## src/rtl/stack_arbiter.sv

```systemverilog
// Round-robin arbiter that shares one external LIFO stack between two requesters.
// Each transaction runs IDLE -> ISSUE -> CAPT -> RESP; an error goes IDLE -> RESP without touching the stack.
module stack_arbiter #(
    parameter int DATA_W = 8,
    parameter int DEPTH  = 8,
    parameter int LVL_W  = 4
) (
    input  logic              clk,
    input  logic              reset,
    input  logic              req0,
    input  logic              req1,
    input  logic              cmd0,
    input  logic              cmd1,
    input  logic [DATA_W-1:0] wdata0,
    input  logic [DATA_W-1:0] wdata1,
    output logic              ack0,
    output logic              ack1,
    output logic              err0,
    output logic              err1,
    output logic [DATA_W-1:0] rdata0,
    output logic [DATA_W-1:0] rdata1,
    output logic              stk_enable,
    output logic              stk_push_pop,
    output logic [DATA_W-1:0] stk_data_in,
    input  logic [DATA_W-1:0] stk_data_out,
    input  logic              stk_empty,
    input  logic              stk_full,
    output logic [LVL_W-1:0]  level,
    output logic              busy
);
    typedef enum logic [1:0] {IDLE, ISSUE, CAPT, RESP} state_t;

    localparam logic [LVL_W-1:0] LVL_MAX = LVL_W'(DEPTH);

    state_t              state_reg, state_next;
    logic                grant_reg, grant_next;
    logic                last_grant_reg, last_grant_next;
    logic                cmd_reg, cmd_next;
    logic                err_reg, err_next;
    logic [DATA_W-1:0]   wdata_reg, wdata_next;
    logic [LVL_W-1:0]    level_reg, level_next;
    logic                sel;
    logic [1:0]          req_vec, cmd_vec;
    logic [DATA_W-1:0]   wdata_vec [2];

    assign req_vec      = {req1, req0};
    assign cmd_vec      = {cmd1, cmd0};
    assign wdata_vec[0] = wdata0;
    assign wdata_vec[1] = wdata1;
    assign level        = level_reg;

    always_comb begin
        state_next      = state_reg;
        grant_next      = grant_reg;
        last_grant_next = last_grant_reg;
        cmd_next        = cmd_reg;
        err_next        = err_reg;
        wdata_next      = wdata_reg;
        level_next      = level_reg;
        sel             = 1'b0;
        case (state_reg)
            IDLE: begin
                if (|req_vec) begin
                    // On a tie the requester that did not win last time goes first.
                    sel             = (req_vec == 2'b11) ? ~last_grant_reg : req_vec[1];
                    grant_next      = sel;
                    last_grant_next = sel;
                    cmd_next        = cmd_vec[sel];
                    wdata_next      = wdata_vec[sel];
                    err_next        = cmd_vec[sel] ? stk_full : stk_empty;
                    state_next      = err_next ? RESP : ISSUE;
                end
            end
            ISSUE: begin
                if (cmd_reg)
                    level_next = (level_reg == LVL_MAX) ? level_reg : level_reg + 1'b1;
                else
                    level_next = (level_reg == '0) ? level_reg : level_reg - 1'b1;
                state_next = CAPT;
            end
            CAPT:    state_next = RESP;
            default: state_next = IDLE;
        endcase
    end

    always_ff @(posedge clk or posedge reset) begin
        if (reset) begin
            state_reg      <= IDLE;
            grant_reg      <= 1'b0;
            last_grant_reg <= 1'b1;
            cmd_reg        <= 1'b0;
            err_reg        <= 1'b0;
            wdata_reg      <= '0;
            level_reg      <= '0;
            stk_enable     <= 1'b0;
            stk_push_pop   <= 1'b0;
            stk_data_in    <= '0;
            busy           <= 1'b0;
        end else begin
            state_reg      <= state_next;
            grant_reg      <= grant_next;
            last_grant_reg <= last_grant_next;
            cmd_reg        <= cmd_next;
            err_reg        <= err_next;
            wdata_reg      <= wdata_next;
            level_reg      <= level_next;
            stk_enable     <= (state_next == ISSUE);
            busy           <= (state_next != IDLE);
            if (state_reg == IDLE && state_next == ISSUE) begin
                stk_push_pop <= cmd_next;
                stk_data_in  <= wdata_next;
            end
        end
    end

    // Per-requester response registers: ack/err live only for the RESP cycle, rdata holds.
    for (genvar gi = 0; gi < 2; gi++) begin : g_req
        localparam logic ME = (gi == 1);
        logic              ack_reg;
        logic              err_out_reg;
        logic [DATA_W-1:0] rdata_reg;
        logic              respond;

        assign respond = (state_next == RESP) && (grant_next == ME);

        always_ff @(posedge clk or posedge reset) begin
            if (reset) begin
                ack_reg     <= 1'b0;
                err_out_reg <= 1'b0;
                rdata_reg   <= '0;
            end else begin
                ack_reg     <= respond;
                err_out_reg <= respond && err_next;
                if (state_reg == IDLE && state_next != IDLE && grant_next == ME)
                    rdata_reg <= '0;
                else if (state_reg == CAPT && grant_reg == ME && !cmd_reg)
                    rdata_reg <= stk_data_out;
            end
        end
    end

    assign ack0   = g_req[0].ack_reg;
    assign ack1   = g_req[1].ack_reg;
    assign err0   = g_req[0].err_out_reg;
    assign err1   = g_req[1].err_out_reg;
    assign rdata0 = g_req[0].rdata_reg;
    assign rdata1 = g_req[1].rdata_reg;
endmodule

```

## config.mk

```make
export PLATFORM = sky130hd
export DESIGN_NAME = stack_arbiter
export DESIGN_NICKNAME = d
export VERILOG_FILES = /design/src/rtl/stack_arbiter.sv
export SDC_FILE = /design/constraint.sdc
export NUM_CORES = 1
export LEC_CHECK = 0
export ABC_AREA = 1
export ABC_CLOCK_PERIOD_IN_PS = 2100
export CAP_MARGIN = 5
export CORE_UTILIZATION = 47
export CTS_CLUSTER_DIAMETER = 150
export CTS_CLUSTER_SIZE = 8
export DETAILED_ROUTE_END_ITERATION = 8
export HOLD_SLACK_MARGIN = 0.05
export PLACE_DENSITY = 0.81
export SETUP_SLACK_MARGIN = 0.02
export SLEW_MARGIN = 20
export SYNTH_ARGS = -nofsm -noshare
export SYNTH_HDL_FRONTEND = slang
export SYNTH_SLANG_ARGS = --single-unit
export TNS_END_PERCENT = 10
```

## constraint.sdc

```tcl
create_clock -name clk -period 2.1 [get_ports clk]
set_input_delay 0.42 -clock clk [delete_from_list [all_inputs] [get_ports clk]]
set_output_delay 0.42 -clock clk [all_outputs]
set_load 0.005 [all_outputs]
```

==> out/results.tsv, run 1 <==
metric	value	unit
run_status	completed	
die_area	5320	um2
io_pins	67	
dr_total_vias	1930	
drive_above_1_share	13.2	%
critPathCaptureType	register	
crit_type	register to register	
maxSlewViolCount	0	
yosys-mux-area-fraction	0	%
port_buffers	66	
clk_pin_slew_worst_paths	0.09	ns
grt_pass1_wl	8.19	mm
die_w	73.0	um
synth_area	2370	um2
worstPathArrival	2.11	ns
firstDrtPassIters	4	
min_period_over_period	89.6	%
initial_core_util	49.5	%
num-nets-final	379	
num_rows	25	
crit_chain	inv_1 > ha_1 > o21ai_2 > inv_2 > buf_4 > nor2_1 > a31oi_1 > inv_1 > o21ai_2	
critPathRequiredTime	2.33	ns
grt_overflow	0	
antenna_found_initial	0	
die_h	73.0	um
finalClockSkew	0.00689	ns
cts.repair.resized	0	
yosys.area_share.simple	21.6	%
wirelength	4.91	mm
hold_viol	0	
finalSetupViolations	0	
synth_xor_area_share	1.11	%
syn-num-nets	306	
path_delay_family	buffers and inverters	
floorplan.core_area	4790	um2
hp-class	input pin to async pin	
insertion_delay	0.30	ns
drc_errors	0	
postRouteAntennaNets	0	
h-tree-depth	2	
cts_tree	yes	
synth_seq_area_share	51.8	%
vdd_drop_max	825	uV
grt_max_degree	38	
wire_per_inst	12.0	um
initialDrtViolationCount	115	
synth_compound_area_share	11.4	%
finalSetupTns	0	ns
tightest_slew	0.520	ns
critPathMaxStageDelay	0.43	ns
fillers	409	
synth_top_family_by_area	simple AND/OR/NAND/NOR gates	
rsz0062_at_grt	false	
antenna_cells	0	
cts_num_sinks	49	
min_period	1.88	ns
grt_pass1_vias	1779	
cts_made_buffers	5	
synth-seq-cells	49	
slowest_stage	dfrtp_1	
place.gp.congestion	0.817	
cts_hold_buf	0	
vias_per_cell	4.73	
synth_area_per_cell	8.87	um2
yosys_warnings	0	
clock_path_buffers	2	
crit_path_max_fanout	16	
slew_headroom	65.3	%
synthAdderAreaFrac	4.02	%
startpoint_type	register	
post_cts_buffers	0	
area_growth	35.7	%
drv_cap	0	
cts_root_buf	clkbuf_8	
track_usage	20.4	%
leakage	0.00164	uW
powerDensity	1400	nW/um2
dp.final_hpwl	3.77	mm
total_power	4480	uW
synthDistinctLibCells	25	
max_freq	532	MHz
path_buf_inv	4	
synthCells	267	
-- stage by stage --
step                utilization (%)  cells  instance area, um2  hold slack, ns  setup WS [ns]
floorplan                         -    267                2370           0.445          0.375
global placement               65.2    400                3120           0.467         0.0713
detailed placement             65.2    400                3120           0.466        0.00527
CTS                            67.1    408                3210           0.369          0.201
global route                   67.1    408                3210           0.383         0.0467
finish                         67.1    408                3210           0.376          0.219
-- layout by cell type (no fill, tap or decap), types with 5 or more instances in the layout --
cell / netlist / routed
nand3_1: 6 / 6
clkbuf_8: 0 / 5
nor2_1: 14 / 14
clkdlybuf4s50_1: 0 / 66
nand2_2: 7 / 7
o21ai_2: 11 / 11
inv_1: 47 / 46
a31oi_1: 9 / 9
nand2_1: 73 / 73
o21ai_0: 18 / 18
ha_1: 6 / 6
dfrtp_1: 48 / 48
buf_4: 2 / 5
-- path summary, 6_finish.rpt --
check | slack [ns] | to | from | cells after the start
max | 0.22 | stk_data_in[4] | state_reg[1] | 9
min | 0.38 | rdata1[3] | reset | 2
max reg2reg | 0.22 | stk_data_in[4] | state_reg[1] | 9
min reg2reg | 0.49 | stk_data_in[0] | stk_data_in[0] | 2
max in group asynchronous | 1.17 | last_grant_reg | reset | 3
min in group clk | 0.49 | stk_data_in[0] | stk_data_in[0] | 2
-- where the power goes --
group / switching [uW] / leakage [uW] / internal (uW)
clock network: 319 / 0.0000481 / 237
registers: 245 / 0.000613 / 1370
logic: 1240 / 0.000976 / 1080
total: 1800 / 0.00164 / 2680
-- routing by layer --
layer  up-vias  global-route usage [%]  routed length, um
met5         -                       0                  0
met4         0                    7.19                 65
met3         5                    2.90                169
met2        55                    33.7               2420
met1       900                    27.6               2260
li1        970                       -                  -
-- area by class of cell --
class | instances | area [um2] | share of cell area, %
inverter | 50 | 188 | 5.84
sequential | 49 | 1230 | 38.2
clock buffer | 5 | 68.8 | 2.14
timing repair buffer | 72 | 718 | 22.4
tap | 67 | 83.8 | 2.61
clock inverter | 3 | 22.5 | 0.701
multi-input combinational | 162 | 903 | 28.1
-- synth_stat cells --
cell,count,area (um2)
nand2_1,73,274
dfrtp_1,48,1200
inv_1,47,176
o21ai_0,18,90.1
nor2_1,14,52.6
o21ai_2,11,96.3
a31oi_1,9,56.3
nand2_2,7,43.8
ha_1,6,75.1
nand3_1,6,30.0
a21oi_1,4,20.0
inv_2,3,11.3
nand3_4,3,52.6
xor2_1,3,26.3
buf_4,2,15.0
clkbuf_1,2,7.51
nand3_2,2,20.0
nor3_2,2,20.0
buf_6,1,11.3
buf_8,1,15.0
dfstp_2,1,26.3
fa_1,1,20.0
nand2_4,1,11.3
nand3b_1,1,7.51
o21a_1,1,7.51
-- cell families (layout without fill, tap and decap cells) --
| kind of cell | after synthesis | after routing |
|---|---|---|
| compound gates | 43 | 43 |
| buf+inv | 56 | 130 |
| fa+ha+maj | 7 | 7 |
| xor+xnor | 3 | 3 |
| simple gates | 109 | 109 |
| flops | 49 | 49 |
No activity file was read; power rests on OpenSTA's default activity.
==> run 2: changes to the inputs <==
--- a/config.mk
+++ b/config.mk
@@ -6,14 +6,17 @@
 export NUM_CORES = 1
 export LEC_CHECK = 0
 export ABC_AREA = 1
-export ABC_CLOCK_PERIOD_IN_PS = 2100
+export ABC_CLOCK_PERIOD_IN_PS = 1700
 export CAP_MARGIN = 5
-export CORE_UTILIZATION = 47
+export CELL_PAD_IN_SITES_DETAIL_PLACEMENT = 0
+export CELL_PAD_IN_SITES_GLOBAL_PLACEMENT = 1
+export CORE_UTILIZATION = 32
 export CTS_CLUSTER_DIAMETER = 150
 export CTS_CLUSTER_SIZE = 8
 export DETAILED_ROUTE_END_ITERATION = 8
+export GPL_TIMING_DRIVEN = 0
 export HOLD_SLACK_MARGIN = 0.05
-export PLACE_DENSITY = 0.81
+export PLACE_DENSITY = 0.78
 export SETUP_SLACK_MARGIN = 0.02
 export SLEW_MARGIN = 20
 export SYNTH_ARGS = -nofsm -noshare
==> constraint.sdc (replaced) <==
create_clock -name clk -period 1.7 [get_ports clk]
set_input_delay 0.34 -clock clk [delete_from_list [all_inputs] [get_ports clk]]
set_output_delay 0.34 -clock clk [all_outputs]
set_load 0.005 [all_outputs]
==> run 2 against run 1 <==
Net effect:
- final cell count up 10%
- non-clock buffer count up 13
- design area up 8.3%
- largest cell class unchanged
- highest routed layer unchanged
==> out/results.tsv, run 2 (synthesized netlist as in run 1, its figures left out) <==
metric	value	unit
stdcell_area	3480	um2
initial_core_util	33.9	%
grt_pass1_vias	1844	
post_dp_cell_area	3180	um2
seq_area	1230	um2
critPathRequiredTime	1.94	ns
antenna_cells	0	
finalClockSkew	0.00436	ns
post-place-ws	-0.461	ns
timing.final.ws_setup	0.0618	ns
dr_total_vias	1968	
hold_viol	0	
crit_type	register to register	
crit_chain	nand2_2 > nand2_2 > buf_6 > nand2_2 > nand3_2 > nand3_4 > nand2_4 > nand2_4 > nand3_4 > buf_6 > nand2_1 > o21ai_2	
wirelength	5.46	mm
path_delay_family	simple AND/OR/NAND/NOR gates	
fillers	684	
cts_root_buf	clkbuf_8	
vias_per_cell	4.37	
leakage	0.00173	uW
cts_made_buffers	5	
cts_tree	yes	
antenna_found_initial	0	
wire_per_inst	12.1	um
clock_path_buffers	2	
grt_overflow	0	
postRouteAntennaNets	0	
run_status	completed	
path_buf_inv	2	
cts_num_sinks	49	
critPathCaptureType	register	
min_period_over_period	96.4	%
hp-class	input pin to async pin	
h-tree-depth	2	
drv_cap	0	
num_rows	30	
slew_headroom	62.7	%
drc_errors	0	
crit_path_max_fanout	6	
area_growth	46.9	%
grt_max_degree	26	
tightest_slew	0.558	ns
crit_top_cell	nand2_2	
place.gp.congestion	0.806	
io_pins	67	
slowest_stage	dfstp_2	
floorplan.core_area	6980	um2
die_area	7750	um2
powerDensity	1760	nW/um2
multi_input_area	978	um2
grt_pass1_wl	8.67	mm
drive_above_1_share	20.3	%
dp.final_hpwl	3.99	mm
final_common_cell	nand2_1	
worstPathArrival	1.88	ns
die_w	88.0	um
finalSetupViolations	0	
max_freq	610	MHz
final_core_util	49.8	%
initialDrtViolationCount	53	
critPathMaxStageDelay	0.55	ns
num-nets-final	392	
port_buffers	66	
min_period	1.64	ns
die_h	88.0	um
insertion_delay	0.30	ns
maxSlewViolCount	0	
track_usage	14.8	%
clk_pin_slew_worst_paths	0.09	ns
rsz0062_at_grt	true	
vdd_drop_max	700	uV
startpoint_type	register	
cts_hold_buf	0	
firstDrtPassIters	4	
final_cell_mix	68 x nand2_1, 64 x clkdlybuf4s50_1, 47 x dfrtp_1	
## run 2: cell types whose count changed in the layout (fill, tap and decap cells not counted), moves of 2 or more
cell,change
buf_4,+5
nand2_1,-5
inv_1,-4
buf_6,+3
inv_2,+3
nand2_2,+3
clkbuf_2,+2
clkbuf_8,+2
clkdlybuf4s50_1,-2
clkinv_4,-2
dlygate4sd2_1,+2
nand2_4,+2
nand3_1,-2
## run 2: what timing repair did
item | CTS | global route
gates resized for setup | 8 | 20
buffers inserted | 7 | 5
cloned | 1 | 0
endpoints found under the setup margin | 31 | 31
pin swaps | 0 | 5
## run 2: metal layers
| metal | vias up | wire length, um | global-route usage, % |
|---|---|---|---|
| li1 | 994 | - | - |
| met1 | 906 | 2500 | 19.0 |
| met2 | 61 | 2570 | 24.4 |
| met3 | 7 | 321 | 3.49 |
| met4 | 0 | 67 | 5.72 |
| met5 | - | 0 | 0 |
## run 2: where the power goes
part / switching (uW) / internal (uW)
Combinational: 1710 / 1680
Sequential: 295 / 1690
Clock: 390 / 368
Total: 2390 / 3740
## run 2: worst paths after layout
path / endpoint / startpoint / slack, ns / cells past startpoint
worst max-delay path: stk_data_in[4] / last_grant_reg / 0.06 / 12
worst min-delay path: stk_data_in[7] / reset / 0.41 / 2
worst max register to register: stk_data_in[4] / last_grant_reg / 0.06 / 12
worst min register to register: last_grant_reg / last_grant_reg / 0.49 / 2
max in group asynchronous: last_grant_reg / reset / 0.69 / 3
min in group clk: last_grant_reg / last_grant_reg / 0.49 / 2
## run 2: final cells by class
type	count	share of cell area, %
buffer	5	1.26
clock buffer	7	2.77
clock inverter	1	0.144
inverter	50	5.47
multi-input combinational	162	28.1
sequential	49	35.3
tap	96	3.45
timing repair buffer	80	23.5
## run 2: metrics by stage
| step | power, uW | setup TNS, ns | cells | hold slack, ns |
|---|---|---|---|---|
| final | 6130 | 0 | 450 | 0.406 |
| after global routing | 6620 | -0.457 | 450 | 0.454 |
| after CTS | 5930 | 0 | 446 | 0.414 |
| after detailed placement | 4940 | -13.33 | 430 | 0.470 |
| after global placement | 4860 | -53.03 | 429 | 0.468 |
| after floorplan | 3760 | 0 | 267 | 0.445 |
